### src/rtl/pipe_ctrl.sv
// pipe_ctrl: central sequencer for the 5-stage pipeline.
// Produces enable / synchronous-clear strobes for the PC and the four
// inter-stage registers, resolving memory freeze, redirect flush, load-use
// stall, fetch wait and the ecall/ebreak halt-drain sequence.
// Keeps saturating counters of stall cycles and accepted redirects.
module pipe_ctrl #(
  parameter int CNT_W = 16,
  parameter int REG_W = 5
) (
  input  logic             clk,
  input  logic             r,
  input  logic             mem_busy,
  input  logic             imem_busy,
  input  logic             ex_redirect,
  input  logic             ex_memread,
  input  logic [REG_W-1:0] ex_rd,
  input  logic [REG_W-1:0] id_rs1,
  input  logic [REG_W-1:0] id_rs2,
  input  logic             id_use_rs1,
  input  logic             id_use_rs2,
  input  logic             halt_req,
  input  logic             resume,
  output logic             pc_en,
  output logic             ifid_en,
  output logic             idex_en,
  output logic             exmem_en,
  output logic             memwb_en,
  output logic             ifid_r,
  output logic             idex_r,
  output logic             exmem_r,
  output logic             memwb_r,
  output logic             halted,
  output logic [CNT_W-1:0] stall_cnt,
  output logic [CNT_W-1:0] flush_cnt
);

  typedef enum logic [1:0] {
    RUN    = 2'd0,
    DRAIN  = 2'd1,
    HALTED = 2'd2
  } state_t;

  // Instructions still in flight behind a halting ecall/ebreak
  // (ID/EX, EX/MEM, MEM/WB) that must retire before the core is quiet.
  localparam logic [1:0] DRAIN_DEPTH = 2'd3;

  state_t     state, state_nxt;
  logic [1:0] drain_cnt, drain_nxt;

  // Event strobes from the output decoder, consumed by the counters.
  logic stall_ev, flush_ev;

  logic rs1_hit, rs2_hit, load_use;

  // Hazard: the load in EX writes a register the ID instruction reads.
  // x0 is never a real dependency.
  always_comb begin
    rs1_hit  = id_use_rs1 && (id_rs1 == ex_rd);
    rs2_hit  = id_use_rs2 && (id_rs2 == ex_rd);
    load_use = ex_memread && (ex_rd != '0) && (rs1_hit || rs2_hit);
  end

  // State and drain counter register.
  always_ff @(posedge clk or posedge r) begin
    if (r) begin
      state     <= RUN;
      drain_cnt <= '0;
    end else begin
      state     <= state_nxt;
      drain_cnt <= drain_nxt;
    end
  end

  // Next-state decode.
  always_comb begin
    state_nxt = state;
    drain_nxt = drain_cnt;
    unique case (state)
      RUN: begin
        // Halt is only taken when nothing of higher priority claims the
        // cycle; a redirect means the ecall is on the wrong path.
        if (!mem_busy && !ex_redirect && !load_use && halt_req) begin
          state_nxt = DRAIN;
          drain_nxt = DRAIN_DEPTH;
        end
      end
      DRAIN: begin
        // A frozen MEM stage advances nothing, so the drain does not count.
        if (!mem_busy) begin
          drain_nxt = drain_cnt - 2'd1;
          if (drain_cnt == 2'd1) state_nxt = HALTED;
        end
      end
      HALTED: begin
        if (resume) state_nxt = RUN;
      end
      default: begin
        state_nxt = RUN;
        drain_nxt = '0;
      end
    endcase
  end

  // Output decode. A register being cleared always has its enable low,
  // so en and clear never coincide outside reset.
  always_comb begin
    pc_en    = 1'b1;
    ifid_en  = 1'b1;
    idex_en  = 1'b1;
    exmem_en = 1'b1;
    memwb_en = 1'b1;
    ifid_r   = 1'b0;
    idex_r   = 1'b0;
    exmem_r  = 1'b0;
    memwb_r  = 1'b0;
    halted   = 1'b0;
    stall_ev = 1'b0;
    flush_ev = 1'b0;
    unique case (state)
      RUN: begin
        if (mem_busy) begin
          // Full freeze; the frozen EX re-presents any redirect next cycle.
          pc_en    = 1'b0;
          ifid_en  = 1'b0;
          idex_en  = 1'b0;
          exmem_en = 1'b0;
          memwb_en = 1'b0;
        end else if (ex_redirect) begin
          // Fetch the target, squash the two wrong-path instructions.
          ifid_en  = 1'b0;
          idex_en  = 1'b0;
          ifid_r   = 1'b1;
          idex_r   = 1'b1;
          flush_ev = 1'b1;
        end else if (load_use || halt_req || imem_busy) begin
          // Hold PC and IF/ID, inject a bubble into EX, let older work move.
          pc_en    = 1'b0;
          ifid_en  = 1'b0;
          idex_en  = 1'b0;
          idex_r   = 1'b1;
          stall_ev = 1'b1;
        end
      end
      DRAIN: begin
        pc_en    = 1'b0;
        ifid_en  = 1'b0;
        idex_en  = 1'b0;
        idex_r   = 1'b1;
        exmem_en = !mem_busy;
        memwb_en = !mem_busy;
      end
      HALTED: begin
        halted   = 1'b1;
        ifid_en  = 1'b0;
        idex_en  = 1'b0;
        exmem_en = 1'b0;
        memwb_en = 1'b0;
        // On resume, fetch restarts at PC+4 and the stale IF/ID is dropped.
        pc_en    = resume;
        ifid_r   = resume;
      end
      default: begin
        pc_en    = 1'b0;
        ifid_en  = 1'b0;
        idex_en  = 1'b0;
        exmem_en = 1'b0;
        memwb_en = 1'b0;
      end
    endcase
    // Reset dominates combinationally so the pipe is cleared at once.
    if (r) begin
      pc_en    = 1'b0;
      ifid_en  = 1'b0;
      idex_en  = 1'b0;
      exmem_en = 1'b0;
      memwb_en = 1'b0;
      ifid_r   = 1'b1;
      idex_r   = 1'b1;
      exmem_r  = 1'b1;
      memwb_r  = 1'b1;
      halted   = 1'b0;
      stall_ev = 1'b0;
      flush_ev = 1'b0;
    end
  end

  // Saturating event counters.
  always_ff @(posedge clk or posedge r) begin
    if (r) begin
      stall_cnt <= '0;
      flush_cnt <= '0;
    end else begin
      if (stall_ev && (stall_cnt != {CNT_W{1'b1}})) stall_cnt <= stall_cnt + 1'b1;
      if (flush_ev && (flush_cnt != {CNT_W{1'b1}})) flush_cnt <= flush_cnt + 1'b1;
    end
  end

endmodule
### config.mk
export PLATFORM = sky130hd
export DESIGN_NAME = pipe_ctrl
export DESIGN_NICKNAME = d
export VERILOG_FILES = /design/src/rtl/pipe_ctrl.sv
export SDC_FILE = /design/constraint.sdc
export NUM_CORES = 1
export LEC_CHECK = 0
export ABC_AREA = 1
export CAP_MARGIN = 20
export CORE_UTILIZATION = 40
export CTS_CLUSTER_DIAMETER = 150
export DETAILED_ROUTE_END_ITERATION = 8
export HOLD_SLACK_MARGIN = 0.08
export PLACE_DENSITY_LB_ADDON = 0.15
export SKIP_CTS_REPAIR_TIMING = 1
export SLEW_MARGIN = 20
export SYNTH_ARGS = -nofsm -noshare
export SYNTH_HDL_FRONTEND = slang
export SYNTH_SLANG_ARGS = --single-unit
### constraint.sdc
create_clock -name clk -period 1.9 [get_ports clk]
set_input_delay 0.38 -clock clk [delete_from_list [all_inputs] [get_ports clk]]
set_output_delay 0.38 -clock clk [all_outputs]
set_load 0.02 [all_outputs]
==> impl_metrics.tcl <==
set metrics [dict create \
    drc 0 \
    synth_cell_types 30 \
    final_common_cell "nand2_1" \
    worstSetupStartpointType "primary input" \
    hp-class "primary input to async pin" \
    antenna_cells 0 \
    clock_path_buffers 2 \
    ant_nets 0 \
    viasPerCell 4.624 \
    slew_violations 0 \
    maxCapViolations 0 \
    layout_common_cells "124 x nand2_1, 39 x clkdlybuf4s50_1, 35 x dfrtp_1" \
    vias 2312 \
    crit_arrival_ns 1.51 \
    path_cells "clkdlybuf4s50_1 > nor2_2 > nand2_4 > nand2_1 > nand2_1 > a21oi_2 > buf_4" \
    yosysWarnings 0 \
    vdd_drop_max_v 0.0007246 \
    synthToLayoutAreaGrowth_pct 43.38 \
    period_share_pct 99.32 \
    root_buffer "clkbuf_8" \
    grt-ovfl-total 0 \
    rows 28 \
    final_nets 452 \
    grt_pass1_wl_um 9563 \
    power_mw 2.677 \
    reg2reg_depth 8 \
    clk_latency_ns 0.29 \
    worst-path-max-fanout 2 \
    timing_worst_setup_path_type "primary input to output port" \
    initial_core_util_pct 41.55 \
    critical-path-max-stage-delay_ns 0.44 \
    r2r_start "stall_cnt[1]$_DFFE_PP0P_" \
    crit_family "buffers and inverters" \
    crit_path_start "halt_req" \
    clkTransAtPathRegs_ns 0.07 \
    drtIter0Drc 45 \
    cp-end-kind "output port" \
    ys_seq_area_share_pct 36.40 \
    die-area_um2 6506 \
    path_buf_inv 2 \
    clock_skew_ns 0.008318 \
    layout_min_cycle_time_ns 1.887 \
    die_x_um 80.66 \
    synth.avg_cell_area_um2 7.366 \
    gp_congestion 0.8599 \
    fill_cells 567 \
    dpl_worst_slack_ns -0.7418 \
    track_usage_pct 18.91 \
    crit_path_top_delay_cell "clkdlybuf4s50_1" \
    routed_wirelength_um 5784 \
    htreeDepth 2 \
    tightestPinTransition_ns 0.3116 \
    leakage_nw 1.912 \
    hold_viol_final 0 \
    cp_num_cells 7 \
    dp_hpwl_um 4433 \
    core_um2 5956 \
    antenna_found_initial 0 \
    synth_nets 364 \
    synth_cells 336 \
    cts_sinks 36 \
    synth_top_flop_cell "dfrtp_1" \
    async_flop_share_pct 100.0 \
    ys_ff_latch 36 \
    layout-drive-gt1-share_pct 18.12 \
    cts_tree "done" \
    wl_per_cell_um 11.57 \
    power_density_nw_per_um2 754.4 \
    synth_edf_count 0 \
    port_buffers 66 \
    cp.required_ns 1.52 \
    rsz0062_at_grt "true" \
    setup_viol 0 \
    slew_headroom_pct 79.23 \
    cts_buffers 5 \
    grt_start_max_net_pins 25 \
    cp_common_cell "nand2_1" \
    grt_pass1_vias 2168 \
    io_pins 67 \
    first_pass_iters 4 \
    status "complete, no violations" \
    die-height_um 80.66 \
    synth_area_um2 2475 \
    fin_ws_ns 0.01286 \
    fmax_mhz 529.9 \
]
==> worst paths after layout <==
path	slack, ns	to
setup / recovery	0.01	pc_en
setup reg to reg	0.24	stall_cnt[6]$_DFFE_PP0P_
hold reg to reg	0.54	flush_cnt[11]$_DFFE_PP0P_
max in group asynchronous	1.33	flush_cnt[14]$_DFFE_PP0P_
min in group clk	0.48	state[1]$_DFFE_PP0P_
hold / removal	0.27	stall_cnt[14]$_DFFE_PP0P_
==> flip-flops by register name, indices dropped and copies added, names as in the netlist <==
name	cells
state	2
flush_cnt	16
stall_cnt	16
drain_cnt	2
==> cell usage after synthesis, types with 3 or more instances <==
cell type | count | area (um2)
nand2_4 | 3 | 33.78
nor3_1 | 8 | 40.04
nand3_2 | 6 | 60.06
xor2_1 | 17 | 148.9
inv_2 | 8 | 30.03
dfrtp_1 | 36 | 900.9
inv_1 | 31 | 116.4
xnor2_1 | 11 | 96.34
o21ai_0 | 5 | 25.02
nand2_2 | 3 | 18.77
nand2_1 | 125 | 469.2
nor2_1 | 32 | 120.1
buf_4 | 4 | 30.03
nand3_1 | 22 | 110.1
nor2_4 | 6 | 67.56
ha_1 | 3 | 37.54
==> stage by stage <==
| stage | util, % | area, um2 | instances | setup TNS (ns) | hold slack [ns] |
|---|---|---|---|---|---|
| CTS | 58.19 | 3466 | 499 | -4.706 | 0.5452 |
| detailed placement | 56.07 | 3339 | 491 | -8.913 | 0.5265 |
| floorplan | - | 2479 | 336 | 0 | 0.3421 |
| finish | 59.58 | 3548 | 500 | 0 | 0.2685 |
| global route | 59.58 | 3548 | 500 | -0.1228 | 0.3070 |
| global placement | 56.07 | 3339 | 491 | -8.366 | 0.5251 |
==> routing by layer <==
layer / track usage, % / share of wire, % / wire (um) / up-vias
li1: - / - / - / 1208
met1: 23.15 / 45 / 2593 / 1042
met2: 32.80 / 50 / 2869 / 51
met3: 3.750 / 3.9 / 227 / 11
met4: 6.429 / 1.6 / 93 / 0
met5: 0 / 0 / 0 / -
==> cells by family after synthesis <==
kind of cell,count (synthesis),synth area share (%)
AO/OA/AOI/OAI,8,1.668
adder cells (fa/ha/maj),3,1.517
flip-flops,36,36.40
XOR/XNOR,29,10.57
AND/OR/NAND/NOR,214,41.41
buffers and inverters,46,8.443
==> power by group <==
| group | total [mW] | leakage, nW | switching [mW] | internal [mW] |
|---|---|---|---|---|
| Combinational | 0.916 | 1.38 | 0.496 | 0.420 |
| Sequential | 1.02 | 0.465 | 0.146 | 0.878 |
| Clock | 0.738 | 0.0645 | 0.275 | 0.463 |
| Total | 2.68 | 1.91 | 0.917 | 1.76 |
==> final cells by class <==
cell class	instances	area, um2	share of cell area [%]
Clock buffer	7	96.34	2.715
Sequential cell	36	902.1	25.42
Clock inverter	1	30.03	0.8463
Tap cell	75	93.84	2.645
Inverter	40	156.4	4.408
Timing Repair Buffer	87	875.8	24.68
Multi-Input combinational cell	254	1394	39.28
==> worst reg2reg max path, delay by kind of cell (launching register included) <==
family	cells	cell delay, ns
AND/OR/NAND/NOR	7	0.94
flip-flops	1	0.41
adder cells (fa/ha/maj)	1	0.25
Power figures use the tool's default switching activity.
